$ cat src/rtl/multicycle_controller.sv
// Multicycle CPU control FSM: sequences fetch/decode/execute, drives datapath
// strobes, tracks illegal opcodes and counts retired instructions.
module multicycle_controller #(
  parameter int CNT_W = 16
) (
  input  logic             Clk,
  input  logic             Reset,
  input  logic [5:0]       opcode,
  input  logic             zero,
  input  logic             mem_ready,
  output logic [4:0]       state,
  output logic [4:0]       nextstate,
  output logic             mem_req,
  output logic             MemRead,
  output logic             MemWrite,
  output logic             IRWrite,
  output logic             PCWrite,
  output logic             RegWrite,
  output logic             SPWrite,
  output logic [2:0]       ALUop,
  output logic             illegal,
  output logic             halted,
  output logic [CNT_W-1:0] instr_count
);

  typedef enum logic [4:0] {
    FETCH    = 5'd0,
    DECODE   = 5'd1,
    ALU_EX   = 5'd2,
    ALU_WB   = 5'd3,
    MEM_ADDR = 5'd4,
    LOAD_RD  = 5'd5,
    LOAD_WB  = 5'd6,
    STORE_WR = 5'd7,
    BRANCH   = 5'd8,
    JUMP     = 5'd9,
    PUSH_DEC = 5'd10,
    PUSH_WR  = 5'd11,
    POP_RD   = 5'd12,
    POP_INC  = 5'd13,
    HALT     = 5'd14
  } state_t;

  state_t curState;
  state_t nxtState;
  logic   badOpcode;
  logic   memReqRaw, memReadRaw, memWriteRaw, irWriteRaw, pcWriteRaw;
  logic   regWriteRaw, spWriteRaw;

  always_ff @(posedge Clk or posedge Reset) begin
    if (Reset) curState <= FETCH;
    else       curState <= nxtState;
  end

  // Next-state decode and raw (un-gated) datapath strobes.
  always_comb begin
    nxtState    = FETCH;
    badOpcode   = 1'b0;
    memReqRaw   = 1'b0;
    memReadRaw  = 1'b0;
    memWriteRaw = 1'b0;
    irWriteRaw  = 1'b0;
    pcWriteRaw  = 1'b0;
    regWriteRaw = 1'b0;
    spWriteRaw  = 1'b0;
    ALUop       = 3'd0;
    case (curState)
      FETCH: begin
        memReqRaw  = 1'b1;
        memReadRaw = 1'b1;
        irWriteRaw = mem_ready;
        pcWriteRaw = mem_ready;
        nxtState   = mem_ready ? DECODE : FETCH;
      end
      DECODE: begin
        case (opcode)
          6'h00:        nxtState = ALU_EX;
          6'h01, 6'h02: nxtState = MEM_ADDR;
          6'h03:        nxtState = BRANCH;
          6'h04:        nxtState = JUMP;
          6'h05:        nxtState = PUSH_DEC;
          6'h06:        nxtState = POP_RD;
          6'h3F:        nxtState = HALT;
          default: begin
            nxtState  = FETCH;
            badOpcode = 1'b1;
          end
        endcase
      end
      ALU_EX: begin
        ALUop    = 3'd3;
        nxtState = ALU_WB;
      end
      ALU_WB: begin
        regWriteRaw = 1'b1;
        nxtState    = FETCH;
      end
      MEM_ADDR: begin
        if (opcode == 6'h01)      nxtState = LOAD_RD;
        else if (opcode == 6'h02) nxtState = STORE_WR;
        else                      nxtState = FETCH;
      end
      LOAD_RD: begin
        memReqRaw  = 1'b1;
        memReadRaw = 1'b1;
        nxtState   = mem_ready ? LOAD_WB : LOAD_RD;
      end
      LOAD_WB: begin
        regWriteRaw = 1'b1;
        nxtState    = FETCH;
      end
      STORE_WR: begin
        memReqRaw   = 1'b1;
        memWriteRaw = 1'b1;
        nxtState    = mem_ready ? FETCH : STORE_WR;
      end
      BRANCH: begin
        ALUop      = 3'd1;
        pcWriteRaw = zero;
        nxtState   = FETCH;
      end
      JUMP: begin
        pcWriteRaw = 1'b1;
        nxtState   = FETCH;
      end
      PUSH_DEC: begin
        ALUop      = 3'd1;
        spWriteRaw = 1'b1;
        nxtState   = PUSH_WR;
      end
      PUSH_WR: begin
        memReqRaw   = 1'b1;
        memWriteRaw = 1'b1;
        nxtState    = mem_ready ? FETCH : PUSH_WR;
      end
      POP_RD: begin
        memReqRaw  = 1'b1;
        memReadRaw = 1'b1;
        nxtState   = mem_ready ? POP_INC : POP_RD;
      end
      POP_INC: begin
        spWriteRaw  = 1'b1;
        regWriteRaw = 1'b1;
        nxtState    = FETCH;
      end
      HALT:    nxtState = HALT;
      default: nxtState = FETCH;
    endcase
  end

  // Reset forces state to FETCH, so strobes are gated to keep memory quiet.
  always_comb begin
    mem_req   = memReqRaw & ~Reset;
    MemRead   = memReadRaw & ~Reset;
    MemWrite  = memWriteRaw & ~Reset;
    IRWrite   = irWriteRaw & ~Reset;
    PCWrite   = pcWriteRaw & ~Reset;
    RegWrite  = regWriteRaw & ~Reset;
    SPWrite   = spWriteRaw & ~Reset;
    nextstate = Reset ? FETCH : nxtState;
    state     = curState;
    halted    = (curState == HALT);
  end

  always_ff @(posedge Clk or posedge Reset) begin
    if (Reset) illegal <= 1'b0;
    else if (curState == DECODE && badOpcode) illegal <= 1'b1;
  end

  // A return to FETCH from any other state retires one instruction.
  always_ff @(posedge Clk or posedge Reset) begin
    if (Reset) instr_count <= '0;
    else if (nxtState == FETCH && curState != FETCH) instr_count <= instr_count + 1'b1;
  end

endmodule

$ cat config.mk
export PLATFORM = sky130hd
export DESIGN_NAME = multicycle_controller
export DESIGN_NICKNAME = d
export VERILOG_FILES = /design/src/rtl/multicycle_controller.sv
export SDC_FILE = /design/constraint.sdc
export NUM_CORES = 1
export LEC_CHECK = 0
export CORE_UTILIZATION = 25
export CTS_CLUSTER_SIZE = 14
export DETAILED_ROUTE_END_ITERATION = 8
export HOLD_SLACK_MARGIN = 0.06
export PLACE_DENSITY = 0.47
export RECOVER_POWER = 100
export SYNTH_ARGS = -nofsm -noshare
export SYNTH_HDL_FRONTEND = slang
export SYNTH_SLANG_ARGS = --single-unit
export TNS_END_PERCENT = 50
$ cat constraint.sdc
create_clock -name Clk -period 4.4 [get_ports Clk]
set_input_delay 0.66 -clock Clk [delete_from_list [all_inputs] [get_ports Clk]]
set_output_delay 0.66 -clock Clk [all_outputs]
set_load 0.005 [all_outputs]
==> out/metrics.cfg <==
[outcome]
outcome = finished, final reports clean

[cells_and_area]
area_growth_pct = 30.5
multi_input_area_um2 = 795
post-route-util_pct = 34.3
regArea_um2 = 526
n_fill_cell = 611
diodes = 0
drive_above_1_share_pct = 6.37
final_cells = 276
nNetsFinal = 216

[hold_path]
hp-start = instr_count[15]
hp-class = reg -> reg
whs_path_depth = 1

[worst_setup_path]
critPathMaxFanout = 8
cp-end-kind = output port
crit_type = in -> out
cp_slowest_stage_delay_ns = 0.65
cp.required_ns = 3.74
path_buf_inv = 2
crit_chain = dlygate4sd3_1 -> or3b_2 -> a21oi_1 -> nor3_1 -> nor3b_1 -> or3_1 -> and2_1 -> dlygate4sd3_1
r2r-start = state[2]
cp.arrival_ns = 3.14
start_kind = primary input
cp_common_cell = dlygate4sd3_1
crit_start = opcode[2]
reg2reg_depth = 7
path_delay_family = buffers and inverters
critical_path_depth = 8
cp_slowest_cell = dlygate4sd3_1

[cts]
clk_latency_ns = 0.26
root_buffer = clkbuf_8
cts_hold_buffers = 0
cts_tree = built
cts_resized = 0
post_cts_buffers = 0
path_clk_slew_ns = 0.08
cts_inserted_buffers = 3
htree_levels = 1
cts.sinks = 21
cts_buffer_depth = 2

[placement]
io_buffer_count = 44
routabilityCongestion = 0.825
dp.cells = 272
hpwl_mm = 2.62

[yosys]
syn-cell-area_um2 = 1480
ys_seq_elements = 21
synthTopCellsByCount = dfrtp_1 (21), xor2_1 (17), nor3_1 (15), nand2_1 (11), nand3_1 (10)
synth_compound_area_share_pct = 9.16
synthAdderAreaFrac_pct = 0.848
synth_mux_area_share_pct = 0.763
syn_inst = 169
synth-edff-count = 0
synth_cell_types = 46
synth_top_family_by_area = simple AND/OR/NAND/NOR gates
yosysTopAreaCellShare_pct = 35.6
synth_xor_area_share_pct = 11.3
synth.most_common_cell = dfrtp_1
synthFlopType = dfrtp_1
syn_avg_cell_area_um2 = 8.73
yosysSeqAreaShare_pct = 35.6
yosys.area_share.simple_pct = 33.4
synth_area_leader_cell = dfrtp_1
synth_area_leaders = dfrtp_1 (36%), xor2_1 (10%), nor3_1 (5.1%)
yosys_warnings = 0
ys_async_sr_fraction_pct = 100

[grt]
grt_pass1_vias = 1281
grt_pass1_wl_mm = 6.29
grt_usage_pct = 12.8
overflow = 0
grt_max_degree = 20
antenna_found_initial = 0

[floorplan]
io_pins = 48
dieArea_um2 = 6210
design.core.area_um2 = 5610
die_y_um = 78.8
rows = 27
start_util_pct = 26.3
fp.dieW_um = 78.8

[power]
swShare_pct = 39.9
comb_power_share_pct = 44.7
power.density_nw_per_um2 = 404
sequentialPowerShare_pct = 38.6
internal-power_mw = 0.468
power_leakage_nw = 0.915
peakVddDrop_uv = 254
netSwitchingPower_mw = 0.311
p_clk_share_pct = 16.8

[flow_run]
drv_cap = 0

[drt]
drtPass1Iterations = 4
drc = 0
ant_nets = 0
routed_wl_mm = 3.73
num_vias = 1316
drt-wirelength-per-cell_um = 13.5
drt_iter0_drc = 51
viasPerCell = 4.77

[timing]
tightest_slew_ns = 0.714
hold_viol = 0
slew_viol_final = 0
slew_headroom_pct = 52.4
finalCriticalPeriod_ns = 3.80
fin_tns_setup_ns = 0
worst_clock_skew_ns = 0.00466
fin_crit_sh_pct = 86.4
finalSetupViolCount = 0
rsz0062_at_grt = no
fmax_mhz = 263

[state kept, by name, indices dropped and copies added (netlist names)]
signal	cells
illegal	1
instr_count	16
state	4
[routing by layer]
layer,up-vias,GRT usage (%),wire length [um]
met5,-,0,0
met4,0,3.64,11
met3,2,1.84,172
met2,35,19.8,1650
met1,619,18.4,1890
li1,660,-,-
[through the flow]
stage / instance area (um2) / power (mW) / hold slack, ns / setup WS (ns)
floorplan: 1480 / 0.570 / 0.460 / 1.63
global placement: 1920 / 0.696 / 0.462 / 0.761
detailed placement: 1920 / 0.692 / 0.460 / 0.724
CTS: 1960 / 0.828 / 0.482 / 0.721
global route: 1930 / 0.851 / 0.509 / 0.477
finish: 1930 / 0.779 / 0.470 / 0.600
[path summary, 6_finish.rpt]
kind / end / slack [ns]
worst max-delay path: nextstate[2] / 0.60
max in group asynchronous: instr_count[9] / 2.42
worst max register to register: instr_count[1] / 1.49
min in group asynchronous: state[2] / 1.00
worst min-delay path: instr_count[15] / 0.47
worst min register to register: instr_count[15] / 0.47
[kinds of logic (layout without fill, tap and decap cells)]
family	after synthesis	after routing
other	1	3
buffers and inverters	22	55
adders and majority gates	1	1
AOI/OAI and AO/OA	21	21
DFF	21	21
muxes	1	1
and+or+nand+nor	83	83
xor gates and xnor gates	19	19
[power by group through the flow]
stage | Sequential, mW | Clock (mW) | Combinational [mW]
after CTS | 0.303 | 0.136 | 0.390
after detailed placement | 0.306 | 0 | 0.387
after floorplan | 0.269 | 0 | 0.301
after global routing | 0.313 | 0.145 | 0.393
final | 0.300 | 0.130 | 0.348
after global placement | 0.308 | 0 | 0.388
[cells in the final DEF (no fill, tap or decap), types with 2 or more instances in the layout]
cell             synthesis  routed
a21oi_1                  5       5
a311o_1                  2       2
a31oi_1                  2       2
and2_1                   3       2
and3_1                   5       5
and3b_1                  2       2
clkbuf_1                 2       2
clkbuf_8                 0       3
clkdlybuf4s50_1          0       7
conb_1                   1       3
dfrtp_1                 21      21
dlygate4sd3_1            0      37
inv_1                    4       4
nand2_1                 11      11
nand2b_1                 2       2
nand3_1                 10      10
nand4_1                  3       3
nor2_1                   9       9
nor3_1                  15      15
nor3b_1                  2       3
nor4_1                   6       8
o21ai_0                  5       5
or2_2                    3       3
or3_1                    3       3
xnor2_1                  2       2
xor2_1                  17      17
[area by class of cell]
cell class,count,area share (%)
flip-flops and latches,21,27.3
well taps,72,4.68
multi-input cells,128,41.3
inverters,5,0.975
clock buffers,4,2.34
repair buffers,46,23.5
(Power assumes the default switching activity.)
